`src/rtl/tt_um_koggestone_subtractor4.sv`:
```
// Recovers operand a = {carry_out,sum} - b with a 5-bit Kogge-Stone subtractor (M + ~B + 1),
// flagging and counting results no 4-bit addition could have produced.
module tt_um_koggestone_subtractor4 #(
  parameter int PIPE  = 1,
  parameter int CNT_W = 2
) (
  input  logic       clk,
  input  logic       rst_n,
  input  logic       ena,
  input  logic [7:0] ui_in,
  input  logic [7:0] uio_in,
  output logic [7:0] uo_out,
  output logic [7:0] uio_out,
  output logic [7:0] uio_oe
);

  logic [4:0] m, nb, p0, g_raw, g0;
  logic [4:0] g1, p1;
  logic [4:0] g1_s, p1_s, p0_s;
  logic       v_s;
  logic [4:0] g2, p2, g3;
  logic [4:0] carry, diff;
  logic       err_c;

  logic [3:0]       a_q;
  logic             err_q;
  logic             valid_q;
  logic [CNT_W-1:0] err_cnt;

  // Carry-in of 1 is folded into bit 0 so the prefix tree needs no separate cin term.
  always_comb begin
    m     = ui_in[4:0];
    nb    = ~{1'b0, uio_in[3:0]};
    p0    = m ^ nb;
    g_raw = m & nb;
    g0    = {g_raw[4:1], g_raw[0] | p0[0]};
    g1    = g0;
    p1    = p0;
    for (int i = 1; i < 5; i++) begin
      g1[i] = g0[i] | (p0[i] & g0[i-1]);
      p1[i] = p0[i] & p0[i-1];
    end
  end

  if (PIPE != 0) begin : g_pipe
    always_ff @(posedge clk or negedge rst_n) begin
      if (!rst_n) begin
        v_s  <= 1'b0;
        g1_s <= '0;
        p1_s <= '0;
        p0_s <= '0;
      end else begin
        v_s <= uio_in[4];
        if (uio_in[4]) begin
          g1_s <= g1;
          p1_s <= p1;
          p0_s <= p0;
        end
      end
    end
  end else begin : g_comb
    always_comb begin
      v_s  = uio_in[4];
      g1_s = g1;
      p1_s = p1;
      p0_s = p0;
    end
  end

  // Span-2 then span-4 levels; after span 4 every group reaches bit 0.
  always_comb begin
    g2 = g1_s;
    p2 = p1_s;
    for (int i = 2; i < 5; i++) begin
      g2[i] = g1_s[i] | (p1_s[i] & g1_s[i-2]);
      p2[i] = p1_s[i] & p1_s[i-2];
    end
    g3    = g2;
    g3[4] = g2[4] | (p2[4] & g2[0]);
    carry = {g3[3:0], 1'b1};
    diff  = p0_s ^ carry;
    err_c = ~g3[4] | diff[4];
  end

  always_ff @(posedge clk or negedge rst_n) begin
    if (!rst_n) begin
      a_q     <= '0;
      err_q   <= 1'b0;
      valid_q <= 1'b0;
      err_cnt <= '0;
    end else begin
      valid_q <= v_s;
      if (v_s) begin
        a_q   <= diff[3:0];
        err_q <= err_c;
        if (err_c && (err_cnt != {CNT_W{1'b1}}))
          err_cnt <= err_cnt + 1'b1;
      end
    end
  end

  assign uo_out  = {err_cnt, valid_q, err_q, a_q};
  assign uio_out = 8'h00;
  assign uio_oe  = 8'h00;

  logic unused;
  assign unused = &{1'b0, ena, ui_in[7:5], uio_in[7:5], p2[3:0]};

endmodule

```
`config.mk`:
```
export PLATFORM = sky130hd
export DESIGN_NAME = tt_um_koggestone_subtractor4
export DESIGN_NICKNAME = d
export VERILOG_FILES = /design/src/rtl/tt_um_koggestone_subtractor4.sv
export SDC_FILE = /design/constraint.sdc
export NUM_CORES = 1
export LEC_CHECK = 0
export CELL_PAD_IN_SITES_DETAIL_PLACEMENT = 1
export CELL_PAD_IN_SITES_GLOBAL_PLACEMENT = 2
export CORE_AREA = 8 8 73 75
export DETAILED_ROUTE_END_ITERATION = 7
export DIE_AREA = 0 0 81 83
export GPL_ROUTABILITY_DRIVEN = 0
export PLACE_DENSITY_LB_ADDON = 0.08
export SLEW_MARGIN = 5
export SYNTH_ARGS = -nofsm -noshare
export SYNTH_HDL_FRONTEND = slang
export SYNTH_SLANG_ARGS = --single-unit
```
`constraint.sdc`:
```
create_clock -name clk -period 2.1 [get_ports clk]
set_input_delay 0.63 -clock clk [delete_from_list [all_inputs] [get_ports clk]]
set_output_delay 0.63 -clock clk [all_outputs]
set_load 0.1 [all_outputs]
```
==> results by stage, run 1 <==
Status:
- The run finished with clean final reports.

Synth:
- After synthesis the cells add up to roughly 1100 sq um.
- The number of different library cells used by synthesis comes to 21.
- During synthesis, Yosys emitted a total of 0 warnings.
- The post-synthesis sequential element count is 22.
- The synthesized area per cell is between 10 and 15 sq um.
- Summing the sequential cell areas from Yosys gives 49.89% of the chip area.
- The instance count of the mapped netlist is 104.

Place:
- The sum of net half-perimeters after detailed placement is roughly 1800 um.
- At the placement stage, the worst setup path has a slack of ~220 ps.
- The number of buffer cells added on primary ports is 19.

Clocking:
- After clock tree synthesis, the clock-pin slew on the worst setup and hold paths is 80 ps.
- The H-tree depth is 1.
- The setup fix buffers added after clock tree synthesis is 0.
- Once the clock tree was built, the resizer swapped 0 gates to a different size.
- The insertion delay of the later-clocked pin in the worst-skew pair is around 250 ps.
- The sink count of the clock tree is 22.
- Counting the buffers created by CTS gives 3.
- The number of hold buffers added after CTS was 0.
- The longest clock path from root to sink contains 2 buffers.
- TritonCTS built the clock tree.
- The cell sitting at the root of the clock tree is a clkbuf_8.

STA:
- The worst-case hold slack is ~470 ps.
- For this run, the top clock speed supported by timing is roughly 620 MHz.
- The worst-case clock skew is 2.863 ps.
- The time the final worst path needs with I/O delays and setup is 1602 ps.
- Setup repair after global routing left no endpoint under its margin.
- Setup violations remaining at the end of the flow were counted as 0.
- The worst path meets setup with approximately 500 ps of slack.
- The accumulated negative setup slack is 0 ps.
- The number of failing hold endpoints at the final stage is 0.
- The final-report max-slew violation count is 0.
- The final clock period utilization by the worst path is approximately three quarters.

Drt:
- In the routed layout, each cell is associated on average with a via count of a little under 4.
- The final route contains ~690 vias.
- The total iterations of the first detailed-routing run is 3.
- The total DRC errors in the routed layout is 0.
- After detailed routing, the total wire length is around 2200 um.
- The remaining antenna violation count is 0.
- After detailed routing, the average wire length per cell comes to 12.36 um.
- After the first detailed-routing iteration, the DRC count stood at 6.

Floorplanning:
- The die footprint is between 6000 and 7000 sq um.
- Measured along the x axis, the die boundary spans a little over 80 um.
- The floorplan has 24 rows.
- The initial core utilization is 26.25%.
- The number of I/O pins is between 40 and 50.
- The chip height is slightly above 80 um.
- The region available for standard cell placement spans between 4000 and 5000 sq um.

Power and ir drop:
- The design draws ~0.0017 W.
- The logic gate share of total power is approximately half.
- In this run the power spent charging and discharging nets is ~0.00076 W.
- In this run, the clock network consumes around 17% of the power.
- The static power due to leakage is 0.6610 nW.
- Internal power comes to approximately 0.00095 W.
- Net switching is about 45% of the power.
- The power per cell area is approximately 1200 nW/um^2.
- Sequential cells burn 33.8% of the power.
- IR analysis of the VDD net gives a maximum drop of between 0.5 and 0.6 mV.

Critical path:
- The path type of the worst setup path is primary input to flip-flop.
- For the worst flop-to-flop path, the logic depth is 4.
- STA classifies the critical path endpoint as a flip-flop.
- For this design, the slowest cell found on the critical path is clkdlybuf4s50_1.
- The delay of the slowest cell on the worst path is 450 ps.
- The highest net fanout along the worst path is 4.
- Data on the critical path is required at its endpoint by 2240 ps.
- Traced cell by cell, the critical path runs through clkdlybuf4s50_1 > inv_1 > ha_1 > mux2_2.
- The type of origin of the critical path is a primary input.
- The data arrival time at the worst-slack endpoint is ~1800 ps.

Flow run:
- Across the run, the number of max-cap violations was 0.

GRT:
- Summed over all layers, the global routing overflow is 0.
- The number of global-route vias before repair was roughly 750.
- In the global route stage, overall resource usage came out at around 6.6%.
- The first global-routing pass estimated between 3000 and 4000 um of wire.
- The maximum number of pins on one net before global-route repair is 23.
- The initial antenna violation count came to 0.

Finish:
- The area used by sequential logic in the layout is around 550 sq um.
- Cells fill approximately a third of the core in the end.
- The net count of the finished layout is 149.
- The multi-input combinational cells in the finished layout cover a total of around 420 sq um.
- The number of antenna cells inserted is 0.
- After filler insertion, the fill cell instance count of the layout stands at between 400 and 500.
- The proportion of layout cells with a drive suffix above 1 is 19.35%.
- Relative to the synthesized area, the layout overhead comes to 29.03%.

Hold path:
- The classification of the worst-slack hold path is flip-flop to flip-flop.
- Along the worst hold path, the cell count comes to 1.
-- flip-flops by register name (all words and copies together) (netlist names) --
register and cells:
v_s 1, p1_s 4, valid_q 1, g1_s 5
err_q 1, p0_s 4, a_q 4, err_cnt 2
-- cells by family after synthesis --
kind of cell / synth area share, %
and+or+nand+nor: 5.557
DFF: 49.89
buffers and inverters: 16.89
other: 0.3398
muxes: 8.276
xor gates and xnor gates: 3.968
AOI/OAI and AO/OA: 9.410
adders and majority gates: 5.669
-- power by group through the flow --
stage,Sequential [W],Clock [W],Combinational [W]
after floorplan,0.000833,0,0.000345
after global placement,0.000586,0,0.000842
after detailed placement,0.000589,0,0.000847
after CTS,0.000580,0.000312,0.000850
after global routing,0.000589,0.000327,0.000874
final,0.000579,0.000293,0.000841
-- cell usage after synthesis, drive strengths merged --
cell | count | share of area [%]
dfrtp | 22 | 50
buf | 20 | 13
a21oi | 13 | 6.6
inv | 10 | 3.4
nor2 | 10 | 3.4
mux2 | 6 | 6.5
ha | 5 | 5.7
o21ai | 4 | 2.2
xnor2 | 4 | 3.2
mux2i | 2 | 1.8
nand3 | 2 | 0.91
a21o | 1 | 0.68
clkbuf | 1 | 0.34
conb | 1 | 0.34
nand3b | 1 | 0.68
nor2b | 1 | 0.57
xor2 | 1 | 0.79
-- metal layers --
metal  share of wire (%)  global-route usage, %
met1                  43                  8.023
met4                 1.8                  3.902
met2                  50                  10.51
met5                   0                      0
met3                 5.4                  1.293
-- critical path, delay by kind of cell --
family	cells	cell delay (ps)
buffers and inverters	2	490
adder cells (fa/ha/maj)	1	340
multiplexers	1	280
-- cells in the final DEF (no fill, tap or decap), drive strengths merged --
cell           count
xnor2              4
mux2               6
a21o               1
ha                 5
inv               10
nand3              2
nand3b             1
nor2              10
clkdlybuf4s50     11
dfrtp             22
clkbuf             4
xor2               1
o21ai              4
mux2i              2
buf               11
nor2b              1
a21oi             13
conb              16
-- cell type report --
type,instances,area share (%)
multi-input cells,66,29.70
flip-flops and latches,22,38.66
well taps,52,4.569
repair buffers,22,20.56
inverters,10,2.636
clock buffers,4,3.866
-- path summary, 6_finish.rpt --
kind / from / to / slack, ps
min in group asynchronous: rst_n / g1_s[0] / 730
max in group asynchronous: rst_n / g1_s[3] / 1150
max reg2reg: g1_s[0] / err_cnt[1] / 760
max: uio_in[2] / p0_s[2] / 500
min reg2reg: p1_s[0] / a_q[0] / 470
min: p1_s[0] / a_q[0] / 470
-- per-stage QoR --
step | area, sq um | instances
3_5_place_dp | 1369 | 172
4_1_cts | 1424 | 176
3_3_place_gp | 1369 | 172
2_1_floorplan | 1160 | 119
5_1_grt | 1424 | 176
6_report | 1424 | 176
(Power assumes the default switching activity.)
==> run 2: changes to the inputs <==
--- a/config.mk
+++ b/config.mk
@@ -7,9 +7,9 @@
 export LEC_CHECK = 0
 export CELL_PAD_IN_SITES_DETAIL_PLACEMENT = 1
 export CELL_PAD_IN_SITES_GLOBAL_PLACEMENT = 2
-export CORE_AREA = 8 8 73 75
+export CORE_AREA = 8 8 79 81
 export DETAILED_ROUTE_END_ITERATION = 7
-export DIE_AREA = 0 0 81 83
+export DIE_AREA = 0 0 87 89
 export GPL_ROUTABILITY_DRIVEN = 0
 export PLACE_DENSITY_LB_ADDON = 0.08
 export SLEW_MARGIN = 5
==> constraint.sdc (replaced) <==
create_clock -name clk -period 1.4 [get_ports clk]
set_input_delay 0.42 -clock clk [delete_from_list [all_inputs] [get_ports clk]]
set_output_delay 0.42 -clock clk [all_outputs]
set_load 0.1 [all_outputs]
==> run 2 against run 1 <==
Net effect:
- wire length rose by 8.0%
- critical path depth shrank 3
- setup slack got worse by 470 ps
- clock power up 55%
- non-clock buffer count is 3 higher
- die area rose by 15%
- global-route usage is essentially flat
- cell count up 12%
- clock-buffer cell count stayed put
- register-to-register slack worse by 690 ps
- critical path type is now flip-flop to output port
- critical endpoint is now uo_out[7]
==> results by stage, run 2 (synthesis gave the netlist of run 1 again) <==
Critical path:
- The type of origin of the critical path is a flip-flop.
- The setup slack of the worst register-to-register path came to 70 ps (-690 ps).
- The endpoint of the most critical register-to-register path is err_cnt[1].
- The startpoint identified for the worst register-to-register timing path is g1_s[1].
- The path type of the worst setup path is flip-flop to output port.
- The count of cells along the worst register-to-register path is 4 (unchanged).
- The count of buffer and inverter cells on the critical path is 1 (-1).
- The worst-path cell with the longest stage delay is dfrtp_4.
- Traced cell by cell, the critical path runs through buf_12.
- The data arrival time at the worst-slack endpoint is 950 ps (-800 ps).
- The kind of cell with the highest combined delay along the critical path is flip-flops.
- The highest net fanout along the worst path came to 3 (-1).
- STA classifies the critical path endpoint as an output port.
- The delay of the slowest cell on the worst path was 520 ps (+70 ps).
- The data required time at the worst endpoint is 980 ps (-1260 ps).

Finish:
- The register name with the most flops is g1_s.
- The net total in the final layout is 152 (+2.0%).
- The area growth from synthesis to layout is 38.32%.
- The flip-flop count of the largest register, all copies and words added is 5 (unchanged).
- The proportion of layout cells with a drive suffix above 1 was 24.41% (+5.1 points).
- The fill cell instance count of the final layout is 562 (+14%).
- The number of antenna cells inserted is 0 (unchanged).
- In the layout the commonest cells are dfrtp_1 (20), conb_1 (16), a21oi_1 (11), clkdlybuf4s50_1 (11).
- The most frequent standard cell in the layout excluding fill and tap cells is dfrtp_1.

Flow run:
- The max-capacitance violation count is 0 (unchanged).

Power and ir drop:
- The clock share of power is 16.9% (-0.2 points).
- The fraction of power spent switching nets is 44.15% (-0.38 points).
- The power per cell area is 1757 nW/um^2 (+46%).
- The logic gate share of total power is 49.7% (+0.6 points).
- The maximum vdd drop is 0.6945 mV (+36%).
- The static power due to leakage is 0.6827 nW (+3.3%).
- The internal power is 0.001498 W (+58%).
- The power share of the sequential group is 33.3% (-0.5 points).
- The net switching power is 0.001184 W (+55%).

Floorplanning:
- The die footprint came to 7743 sq um (+15%).
- The chip height is 89 um (+7.2%).
- The floorplan die width was 87 um (+7.4%).
- The total core area was 4977 sq um (+18%).
- The number of I/O pins is 43 (unchanged).
- The placement row count is 26 (+8.3%).
- The initial core utilization is 22.17% (-4.1 points).

STA:
- The number of failing hold endpoints at the final stage is 0 (unchanged).
- The final-report max-slew violation count was 0 (unchanged).
- Setup repair after global routing could not meet its margin everywhere.
- The worst-case hold slack is 461.2 ps (-6.886 ps).
- The worst-case setup margin in the final layout is 27.27 ps (-471.1 ps).
- For this run, the top clock speed supported by timing is about 730 MHz.
- The worst-case clock skew is 1.018 ps (-1.845 ps).
- The final clock period utilization by the worst path is a little over nine tenths.
- The number of endpoints failing setup at the final stage is 0 (unchanged).
- The smallest clock period supported by the final layout is computed as ~1400 ps.

Drt:
- The total wire length was 2349 um (+8.0%).
- The remaining antenna violation count is 0 (unchanged).
- The number of design-rule violations left by the first detailed-router iteration is 14 (+8).
- The detail-routed net length per standard cell is 11.92 um (-3.5%).
- The total DRC errors in the routed layout is 0 (unchanged).
- The total iterations of the first detailed-routing run is 3 (unchanged).
- The total number of vias is 728 (+5.2%).
- The vias per cell is 3.695 (-6.0%).

GRT:
- The maximum number of pins on one net before global-route repair is 23 (unchanged).
- The initial antenna violation count is 0 (unchanged).
- The aggregate global routing overflow is 0 (unchanged).
- The first-pass GRT wire length is 4064 um (+14%).
- The total global routing track utilization is 6.674% (+0.031 points).
- The number of global-route vias before repair was 822 (+9.2%).

Clocking:
- The H-tree depth came to 1 (unchanged).
- The buffer type at the clock tree root is clkbuf_8.
- The sink count of the clock tree is 22 (unchanged).
- The maximum clock insertion buffer count is 2 (unchanged).
- The quantity of hold-fixing buffers added after cts is 0 (unchanged).
- The insertion delay of the later-clocked pin in the worst-skew pair is 260 ps (about the same).
- The total CTS buffers came to 3 (unchanged).
- The TritonCTS clock tree is yes.
- The clock-pin slew on the worst setup and hold paths came to 80 ps (about the same).

Hold path:
- The terminating pin of the worst hold path is a_q[0].
- The hold path depth is 1 (unchanged).
- The startpoint of the worst hold path is p1_s[0].
- In this run the worst hold path is classified as flip-flop to flip-flop.

Place:
- The number of buffer cells added on primary ports is 19 (unchanged).
- The post-placement worst setup slack is -268.8 ps (-489.0 ps).
- The sum of net half-perimeters after detailed placement is 1889 um (+7.5%).

Status:
- The flow ran to the end, and the final reports show no timing, DRC or antenna violations.
## run 2: changes by cell type in the layout (fill, tap and decap cells not counted)
| cell | previous run | this run |
|---|---|---|
| ha_1 | 5 | 3 |
| ha_4 | 0 | 2 |
| buf_4 | 3 | 4 |
| dfrtp_4 | 0 | 2 |
| dfrtp_1 | 22 | 20 |
| buf_12 | 8 | 10 |
## run 2: worst max-delay path by stage
stage,from,to,cells past startpoint,slack [ps]
after floorplan,err_cnt[1],err_cnt[1],4,-40
after global placement,uio_in[3],p0_s[3],4,-260
after detailed placement,uio_in[3],p0_s[3],4,-270
after CTS,err_cnt[0],uo_out[6],1,10
after global routing,err_cnt[1],uo_out[7],1,-6
final,err_cnt[1],uo_out[7],1,30
## run 2: power groups by stage
stage / clock network (W) / logic, W / registers, W
5_1_grt: 0.000500 / 0.00141 / 0.000914
2_1_floorplan: 0 / 0.000525 / 0.00129
4_1_cts: 0.000474 / 0.00132 / 0.000904
3_5_place_dp: 0 / 0.00132 / 0.000918
3_3_place_gp: 0 / 0.00130 / 0.000911
6_report: 0.000454 / 0.00133 / 0.000894
## run 2: metrics by stage
stage               total power (W)  util [%]  std cells  setup TNS [ps]  area, sq um
finish                     0.002682     30.67        197               0         1526
global route               0.002821     30.67        197          -5.731         1526
CTS                        0.002702     30.27        196               0         1506
detailed placement         0.002241     29.16        192           -2171         1451
global placement           0.002209     29.16        192           -1972         1451
floorplan                  0.001812         -        119          -37.09         1180
## run 2: final cells by class
class                      instances  area [sq um]  area share (%)
sequential                        22         558.0           36.56
multi-input combinational         66         447.9           29.34
timing repair buffer              25         340.3           22.30
tap                               70         87.58           5.738
clock buffer                       4         55.05           3.607
inverter                          10         37.54           2.459
## run 2: layer usage
layer | wire length, um | up-vias | track usage (%)
met1 | 1027 | 354 | 7.808
li1 | - | 349 | -
met2 | 1159 | 23 | 11.17
met3 | 121 | 2 | 1.379
met5 | 0 | - | 0
met4 | 40 | 0 | 3.756
## run 2: timing repair
item / 4_1_cts / 5_1_grt
setup buffers: 0 / 1
gates resized for setup: 0 / 1
endpoints found under the setup margin: 0 / 3
hold endpoints to repair: 0 / 0
==> run 3: changes to the inputs <==
--- a/config.mk
+++ b/config.mk
@@ -5,12 +5,14 @@
 export SDC_FILE = /design/constraint.sdc
 export NUM_CORES = 1
 export LEC_CHECK = 0
+export CAP_MARGIN = 30
 export CELL_PAD_IN_SITES_DETAIL_PLACEMENT = 1
 export CELL_PAD_IN_SITES_GLOBAL_PLACEMENT = 2
 export CORE_AREA = 8 8 79 81
 export DETAILED_ROUTE_END_ITERATION = 7
 export DIE_AREA = 0 0 87 89
 export GPL_ROUTABILITY_DRIVEN = 0
+export MAX_ROUTING_LAYER = met4
 export PLACE_DENSITY_LB_ADDON = 0.08
 export SLEW_MARGIN = 5
 export SYNTH_ARGS = -nofsm -noshare
==> run 3 against run 2 <==
Net effect:
- sequential power about the same
- sequential share of layout area is the same
- worst hold slack hardly changed
- register-to-register slack barely moved
- clock power barely moved
- first-iteration DRC count stayed put
- final area did not move
- cell count did not move
- global-route usage rose by 0.19 points
- critical endpoint unchanged
- setup slack hardly changed
==> results by stage, run 3 (synthesis gave the netlist of run 1 again) <==
Status:
- The run finished with clean final reports.

STA:
- The number of failing hold endpoints at the final stage was 0 (unchanged).
- The final clock period utilization by the worst path was 98.05% (about the same).
- The number of endpoints failing setup at the final stage was 0 (unchanged).
- The final-report max-slew violation count is 0 (unchanged).
- Setup repair after global routing could not meet its margin everywhere.
- The worst-case clock skew is 1.016 ps (-0.001720 ps).
- The time the final worst path needs with I/O delays and setup is 1373 ps (+0.01950 ps).
- The worst-case hold slack is 461.2 ps (-0.001000 ps).
- The maximum clock rate is 728.5 MHz (about the same).

GRT:
- The total global routing track utilization came to 6.866% (+0.19 points).
- The first-pass GRT wire length was 4071 um (+0.17%).
- The initial antenna violation count is 0 (unchanged).
- The number of global-route vias before repair is 821 (-0.12%).
- The maximum number of pins on one net before global-route repair was 23 (unchanged).
- The aggregate global routing overflow is 0 (unchanged).

Clocking:
- The H-tree depth is 1 (unchanged).
- In this run the clock root is driven by a clkbuf_8.
- TritonCTS built the clock tree.
- The total CTS buffers is 3 (unchanged).
- The maximum clock insertion buffer count is 2 (unchanged).
- The insertion delay of the later-clocked pin in the worst-skew pair was 260 ps (about the same).
- The sink count of the clock tree is 22 (unchanged).
- The clock-pin slew on the worst setup and hold paths was 80 ps (about the same).

Power and ir drop:
- The clock share of power is 16.9% (about the same).
- The maximum vdd drop came to 0.6945 mV (unchanged).
- The power per cell area came to 1757 nW/um^2 (about the same).
- The fraction of power spent switching nets is 44.15% (about the same).
- The net switching power is 0.001184 W (about the same).
- The static power due to leakage was 0.6827 nW (unchanged).
- The power share of the sequential group came to 33.3% (about the same).
- The internal power is 0.001498 W (unchanged).
- The logic gate share of total power is 49.7% (about the same).

Floorplanning:
- The chip height is 89 um (unchanged).
- The floorplan die width came to 87 um (unchanged).
- The number of I/O pins was 43 (unchanged).
- The die footprint is 7743 sq um (unchanged).
- The initial core utilization is 22.17% (unchanged).
- The placement row count was 26 (unchanged).
- The total core area is 4977 sq um (unchanged).

Finish:
- The final instance area is 1526 sq um (unchanged).
- The flip-flop count of the largest register, all copies and words added is 5 (unchanged).
- The number of standard cells in the final layout excluding fillers is 197 (unchanged).
- The net total in the final layout is 152 (unchanged).
- The number of antenna cells inserted is 0 (unchanged).
- The register name with the most flops is g1_s.
- The most frequent standard cell in the layout excluding fill and tap cells is dfrtp_1.
- The fill cell instance count of the final layout came to 562 (unchanged).
- The proportion of layout cells with a drive suffix above 1 was 24.41% (unchanged).
- The layout-stage area growth over the synthesis result was 38.32% (unchanged).
- The top cell types in the final layout, fill and taps aside, are dfrtp_1 (20), conb_1 (16), a21oi_1 (11), clkdlybuf4s50_1 (11).

Drt:
- The remaining antenna violation count was 0 (unchanged).
- The total DRC errors in the routed layout came to 0 (unchanged).
- The total iterations of the first detailed-routing run is 3 (unchanged).
- The total wire length is 2349 um (unchanged).
- The detail-routed net length per standard cell was 11.92 um (unchanged).
- The total number of vias is 728 (unchanged).
- The vias per cell was 3.695 (unchanged).
- The number of design-rule violations left by the first detailed-router iteration is 14 (unchanged).

Place:
- The sum of net half-perimeters after detailed placement was 1889 um (unchanged).
- The number of buffer cells added on primary ports came to 19 (unchanged).
- The instance area at placement is 1451 sq um (unchanged).
- The cell count after placement is 192 (unchanged).

Critical path:
- The largest individual stage delay along the critical path comes from the cell dfrtp_4.
- The highest net fanout along the worst path is 3 (unchanged).
- STA classifies the critical path endpoint as an output port.
- Walking the worst path, the cells encountered are buf_12.
- The delay of the slowest cell on the worst path is 520 ps (about the same).
- STA classifies the critical path startpoint as a flip-flop.
- The path type of the worst setup path is flip-flop to output port.
- The data required time at the worst endpoint came to 980 ps (about the same).
- The count of buffer and inverter cells on the critical path is 1 (unchanged).
- The data arrival time at the worst-slack endpoint came to 950 ps (about the same).
- The largest delay contributor family on the critical path is flip-flops.

Hold path:
- The classification of the worst-slack hold path is flip-flop to flip-flop.

Flow run:
- The max-capacitance violation count was 0 (unchanged).
[run 3: cell counts in the layout (fill, tap and decap cells not counted)]
Identical to the previous run, type by type.
[run 3: layer usage]
layer	track usage, %	part of all wire, %
met4	3.756	1.7
met3	1.195	4.6
met1	7.916	44
met2	11.17	49
met5	-	0
[run 3: final timing paths]
| check | startpoint | endpoint | slack [ps] | cells after the start |
|---|---|---|---|---|
| setup / recovery | err_cnt[1] | uo_out[7] | 30 | 1 |
| hold / removal | p1_s[0] | a_q[0] | 460 | 1 |
| setup reg to reg | g1_s[1] | err_cnt[1] | 70 | 4 |
| hold reg to reg | p1_s[0] | a_q[0] | 460 | 1 |
| max in group asynchronous | rst_n | err_cnt[0] | 740 | 2 |
| min in group asynchronous | rst_n | p0_s[1] | 500 | 2 |
[run 3: power by group through the flow]
stage,logic [W],registers (W),clock network [W]
6_report,0.00133,0.000894,0.000454
5_1_grt,0.00141,0.000914,0.000500
4_1_cts,0.00132,0.000904,0.000474
3_5_place_dp,0.00132,0.000918,0
3_3_place_gp,0.00130,0.000911,0
2_1_floorplan,0.000525,0.00129,0
[run 3: cell type report]
| cell class | instances | area, sq um | area share [%] |
|---|---|---|---|
| Tap cell | 70 | 87.58 | 5.738 |
| Multi-Input combinational cell | 66 | 447.9 | 29.34 |
| Inverter | 10 | 37.54 | 2.459 |
| Clock buffer | 4 | 55.05 | 3.607 |
| Sequential cell | 22 | 558.0 | 36.56 |
| Timing Repair Buffer | 25 | 340.3 | 22.30 |
[run 3: what timing repair did]
item / in CTS / in global routing
gates resized for setup: 0 / 1
buffers inserted: 0 / 1
setup endpoints to repair: 0 / 3
hold buffers: 0 / 0
[run 3: through the flow]
stage                     setup WS [ps]  util (%)  setup TNS [ps]  total power [W]
after CTS                         12.61     30.27               0         0.002702
after global routing             -5.736     30.67          -5.736         0.002821
final                             27.25     30.67               0         0.002682
after global placement           -257.9     29.16           -1972         0.002209
after floorplan                  -37.09         -          -37.09         0.001812
after detailed placement         -268.8     29.16           -2171         0.002241
